==> config.mk <==
export PLATFORM = sky130hd
export DESIGN_NAME = jk_mod_updown_counter
export DESIGN_NICKNAME = d
export VERILOG_FILES = /design/src/rtl/jk_mod_updown_counter.sv
export SDC_FILE = /design/constraint.sdc
export NUM_CORES = 1
export LEC_CHECK = 0
export BUFFER_PORTS_ARGS = -buffer_cell sky130_fd_sc_hd__buf_2
export CORE_UTILIZATION = 51
export DETAILED_ROUTE_END_ITERATION = 12
export PLACE_DENSITY_LB_ADDON = 0.25
export REMOVE_ABC_BUFFERS = 1
export SYNTH_ARGS = -nofsm -noshare
export SYNTH_HDL_FRONTEND = slang
export SYNTH_SLANG_ARGS = --single-unit
==> constraint.sdc <==
create_clock -name clk -period 3.7 [get_ports clk]
set_clock_uncertainty 0.05 [all_clocks]
set_input_delay 0.37 -clock clk [delete_from_list [all_inputs] [get_ports clk]]
set_output_delay 0.37 -clock clk [all_outputs]
set_load 0.02 [all_outputs]
==> src/rtl/jk_mod_updown_counter.sv <==
// Modulo-(MAX_VAL+1) up/down counter with clipped load, debounced-edge step, and wrap/ovf flags.
// Optional COUNTER_BCD_EN adds a registered three-digit BCD view of q (bcd, bcd_sat).
module jk_mod_updown_counter #(
    parameter int WIDTH   = 8,
    parameter int MAX_VAL = 2**WIDTH - 1
) (
    input  logic             clk,
    input  logic             rst,
    input  logic             en,
    input  logic             up,
    input  logic             step_in,
    input  logic             load,
    input  logic [WIDTH-1:0] load_val,
    input  logic             clr_ovf,
    output logic [WIDTH-1:0] q,
    output logic             tc,
    output logic             wrap,
    output logic             ovf,
    output logic             load_err
`ifdef COUNTER_BCD_EN
    ,
    output logic [11:0]      bcd,
    output logic             bcd_sat
`endif
);

    localparam logic [WIDTH-1:0] MAX_Q = WIDTH'(MAX_VAL);

    logic             s1, s2, s3;
    logic             step_pulse, do_step, over, force_en;
    logic             wrap_next, err_next;
    logic [WIDTH-1:0] target, tog, j, k, q_next;

    assign step_pulse = s2 & ~s3;
    assign do_step    = en & step_pulse & ~load;
    assign over       = (load_val > MAX_Q);
    assign tc         = up ? (q == MAX_Q) : (q == '0);

    // Each bit is a JK flop: force J/K to the target on load or wrap,
    // otherwise toggle along the carry (up) or borrow (down) chain.
    always_comb begin
        tog    = '0;
        tog[0] = 1'b1;
        for (int i = 1; i < WIDTH; i++) begin
            tog[i] = tog[i-1] & (up ? q[i-1] : ~q[i-1]);
        end

        force_en = load | (do_step & tc);
        if (load) begin
            target = over ? MAX_Q : load_val;
        end else begin
            target = up ? '0 : MAX_Q;
        end

        if (force_en) begin
            j = target;
            k = ~target;
        end else if (do_step) begin
            j = tog;
            k = tog;
        end else begin
            j = '0;
            k = '0;
        end

        q_next    = (j & ~q) | (~k & q);
        wrap_next = do_step & tc;
        err_next  = load & over;
    end

    always_ff @(posedge clk or posedge rst) begin
        if (rst) begin
            s1       <= 1'b0;
            s2       <= 1'b0;
            s3       <= 1'b0;
            q        <= '0;
            wrap     <= 1'b0;
            ovf      <= 1'b0;
            load_err <= 1'b0;
        end else begin
            s1       <= step_in;
            s2       <= s1;
            s3       <= s2;
            q        <= q_next;
            wrap     <= wrap_next;
            load_err <= err_next;
            ovf      <= wrap_next | (ovf & ~clr_ovf);
        end
    end

`ifdef COUNTER_BCD_EN
    logic [19:0] bcd_acc;
    logic        sat_next;

    // Shift-add-3 over five digits so any WIDTH up to 16 converts before saturation.
    always_comb begin
        bcd_acc = '0;
        for (int i = WIDTH - 1; i >= 0; i--) begin
            for (int d = 0; d < 5; d++) begin
                if (bcd_acc[4*d +: 4] >= 4'd5) begin
                    bcd_acc[4*d +: 4] = bcd_acc[4*d +: 4] + 4'd3;
                end
            end
            bcd_acc = {bcd_acc[18:0], q[i]};
        end
        sat_next = (17'(q) > 17'd999);
    end

    always_ff @(posedge clk or posedge rst) begin
        if (rst) begin
            bcd     <= '0;
            bcd_sat <= 1'b0;
        end else begin
            bcd     <= sat_next ? 12'h999 : bcd_acc[11:0];
            bcd_sat <= sat_next;
        end
    end
`endif

endmodule

==> flow_summary.json <==
{
  "rows": 13,
  "final.min_clock_period_ns": 2.147,
  "status": "complete, no violations",
  "syn_area_um2": 752.0,
  "antenna_found_initial": 0,
  "cts_tree": "done",
  "fmax_mhz": 465.8,
  "cts_root_buf": "clkbuf_4",
  "synth_enable_flop_cells": 0,
  "stdcell_area_um2": 877.1,
  "drive_gt1_share_pct": 38.00,
  "synth.most_common_cell": "dfrtp_1",
  "synthFlopType": "dfrtp_1",
  "routedWlPerCell_um": 11.83,
  "num_io_pins": 27,
  "synth-seq-cells": 13,
  "powerDensity_nw_per_um2": 367.3,
  "place_area_um2": 849.6,
  "path_clk_slew_ns": 0.08,
  "cts_resized": 0,
  "viasPerCell": 5.313,
  "nNetsFinal": 116,
  "fill_cells": 115,
  "grt_pass1_vias": 484,
  "grt_max_degree": 19,
  "grt_pass1_wl_um": 2070,
  "post-cts-setup-buffers": 0,
  "cts_sinks": 13,
  "finalCritPeriodShare_pct": 58.02,
  "synth_common_cells": "13 x dfrtp_1, 9 x nand2_1, 6 x o21ai_0, 5 x xnor2_1, 4 x inv_1",
  "multi_input_area_um2": 365.4,
  "setup_ws_ns": 1.553,
  "port_buffers": 25,
  "irDropWorstVdd_uv": 230.6,
  "internal-power_w": 0.0002193,
  "synthCells": 76,
  "setup_tns_ns": 0,
  "vias": 611,
  "first_iter_violations": 12,
  "dr.pass1.iters": 4,
  "place_congestion": 0.8166,
  "synth.distinct_cells": 28,
  "synth_seq_area_share_pct": 43.26,
  "seqPwrFrac_pct": 52.1,
  "synth_top_area_cell": "dfrtp_1",
  "switching_share_pct": 31.93,
  "hold_buffers": 0,
  "maxCapViolCount": 0,
  "die_h_um": 40.40,
  "synth_top_area_share_pct": 43.26,
  "htree_levels": 1,
  "cp-start-kind": "flop",
  "cts_buffers": 3,
  "antennaDiodeCount": 0,
  "dp_hpwl_um": 982.8,
  "insertion_delay_ns": 0.28,
  "drtAntennaViolNets": 0,
  "synth_area_leaders": "dfrtp_1 43%, xnor2_1 5.8%, nand2_1 4.5%",
  "hold_class": "primary input to async pin",
  "syn-mean-instance-area_um2": 9.894,
  "power.switching_w": 0.0001029,
  "async_reset_ff_share_pct": 100.0,
  "start_util_pct": 56.38,
  "required_ns": 3.28,
  "setup_viol": 0,
  "wl_um": 1361,
  "grtUsageTotal_pct": 19.61,
  "die_area_um2": 1632,
  "drc": 0,
  "place_ws_ns": 1.731,
  "worstPathArrival_ns": 1.73,
  "dieWidth_um": 40.40,
  "clock_path_buffers": 2,
  "power.total_w": 0.0003221,
  "rsz0062_at_grt": "false",
  "slew_violations": 0,
  "combPwrFrac_pct": 20.0,
  "synth_warnings": 0,
  "cp_max_fo": 6,
  "p_clk_share_pct": 27.9,
  "critical_path_class": "flop to primary output",
  "regArea_um2": 325.3,
  "hold_viol": 0,
  "overflow": 0,
  "area_delta_synth_final_pct": 16.64,
  "end_kind": "primary output",
  "core_area_um2": 1334,
  "power_leakage_nw": 0.4172
}
[cells by family after synthesis]
| logic type | synth area share, % |
|---|---|
| AO/OA/AOI/OAI | 17.31 |
| XOR/XNOR | 9.318 |
| buffers and inverters | 8.152 |
| flip-flops | 43.26 |
| other | 0.4987 |
| AND/OR/NAND/NOR | 21.46 |
[power by group through the flow]
stage / Sequential (W) / Clock, W / Combinational (W)
2_1_floorplan: 0.000178 / 0 / 0.0000304
3_3_place_gp: 0.000170 / 0 / 0.0000636
3_5_place_dp: 0.000170 / 0 / 0.0000646
4_1_cts: 0.000168 / 0.0000909 / 0.0000649
5_1_grt: 0.000170 / 0.0000969 / 0.0000711
6_report: 0.000168 / 0.0000899 / 0.0000644
[worst max-delay path, stage by stage (launching register included)]
cell     delay, ns
dfrtp_1       0.44
or3_1         0.42
nor4_1        0.21
a21oi_1       0.15
inv_1         0.07
buf_2         0.15
[flip-flops by register name, indices dropped and copies added (netlist names)]
register / flops
s1: 1
wrap: 1
s2: 1
ovf: 1
q: 8
s3: 1
[cell type report]
| type | instances | area share [%] |
|---|---|---|
| Clock buffer | 3 | 2.568 |
| Clock inverter | 1 | 0.5706 |
| Inverter | 4 | 1.712 |
| Multi-Input combinational cell | 54 | 41.65 |
| Sequential cell | 13 | 37.09 |
| Tap cell | 15 | 2.140 |
| Timing Repair Buffer | 25 | 14.27 |
[per-layer routing]
metal	up-vias	track usage, %	routed length [um]	share of wire (%)
met3	4	5.000	84	6.2
met4	0	12.50	27	2.0
met1	267	25.34	668	49
met2	24	28.57	581	43
li1	316	-	-	-
met5	-	0	0	0
[worst paths after layout]
path | from | end | slack, ns | cells past startpoint
setup / recovery | q[3] | tc | 1.55 | 5
hold / removal | rst | q[1] | 0.04 | 2
setup reg to reg | q[1] | q[6] | 1.97 | 4
hold reg to reg | s1 | s2 | 0.30 | 0
max in group asynchronous | rst | q[5] | 3.24 | 2
min in group clk | step_in | s1 | 0.14 | 1
[per-stage QoR]
stage / hold slack (ns) / util, % / cells
after floorplan: 0.1970 / - / 71
after global placement: 0.2837 / 63.70 / 111
after CTS: 0.06056 / 65.76 / 115
after detailed placement: 0.2870 / 63.70 / 111
final: 0.03639 / 65.76 / 115
after global routing: 0.09003 / 65.76 / 115
[cells in the final DEF, fill, tap and decap left out, types with 2 or more instances in the layout]
cell,count
nand3_1,2
nand2_1,9
nor2_1,2
o21ai_1,2
nor3_1,3
buf_2,25
dfrtp_1,13
xnor2_1,5
o31ai_2,2
xor2_1,3
o21ai_0,6
clkbuf_4,3
nand4_1,2
or3_1,2
and3_2,3
a21oi_1,3
inv_1,4
Note: power is estimated with default switching activity, not from simulation.
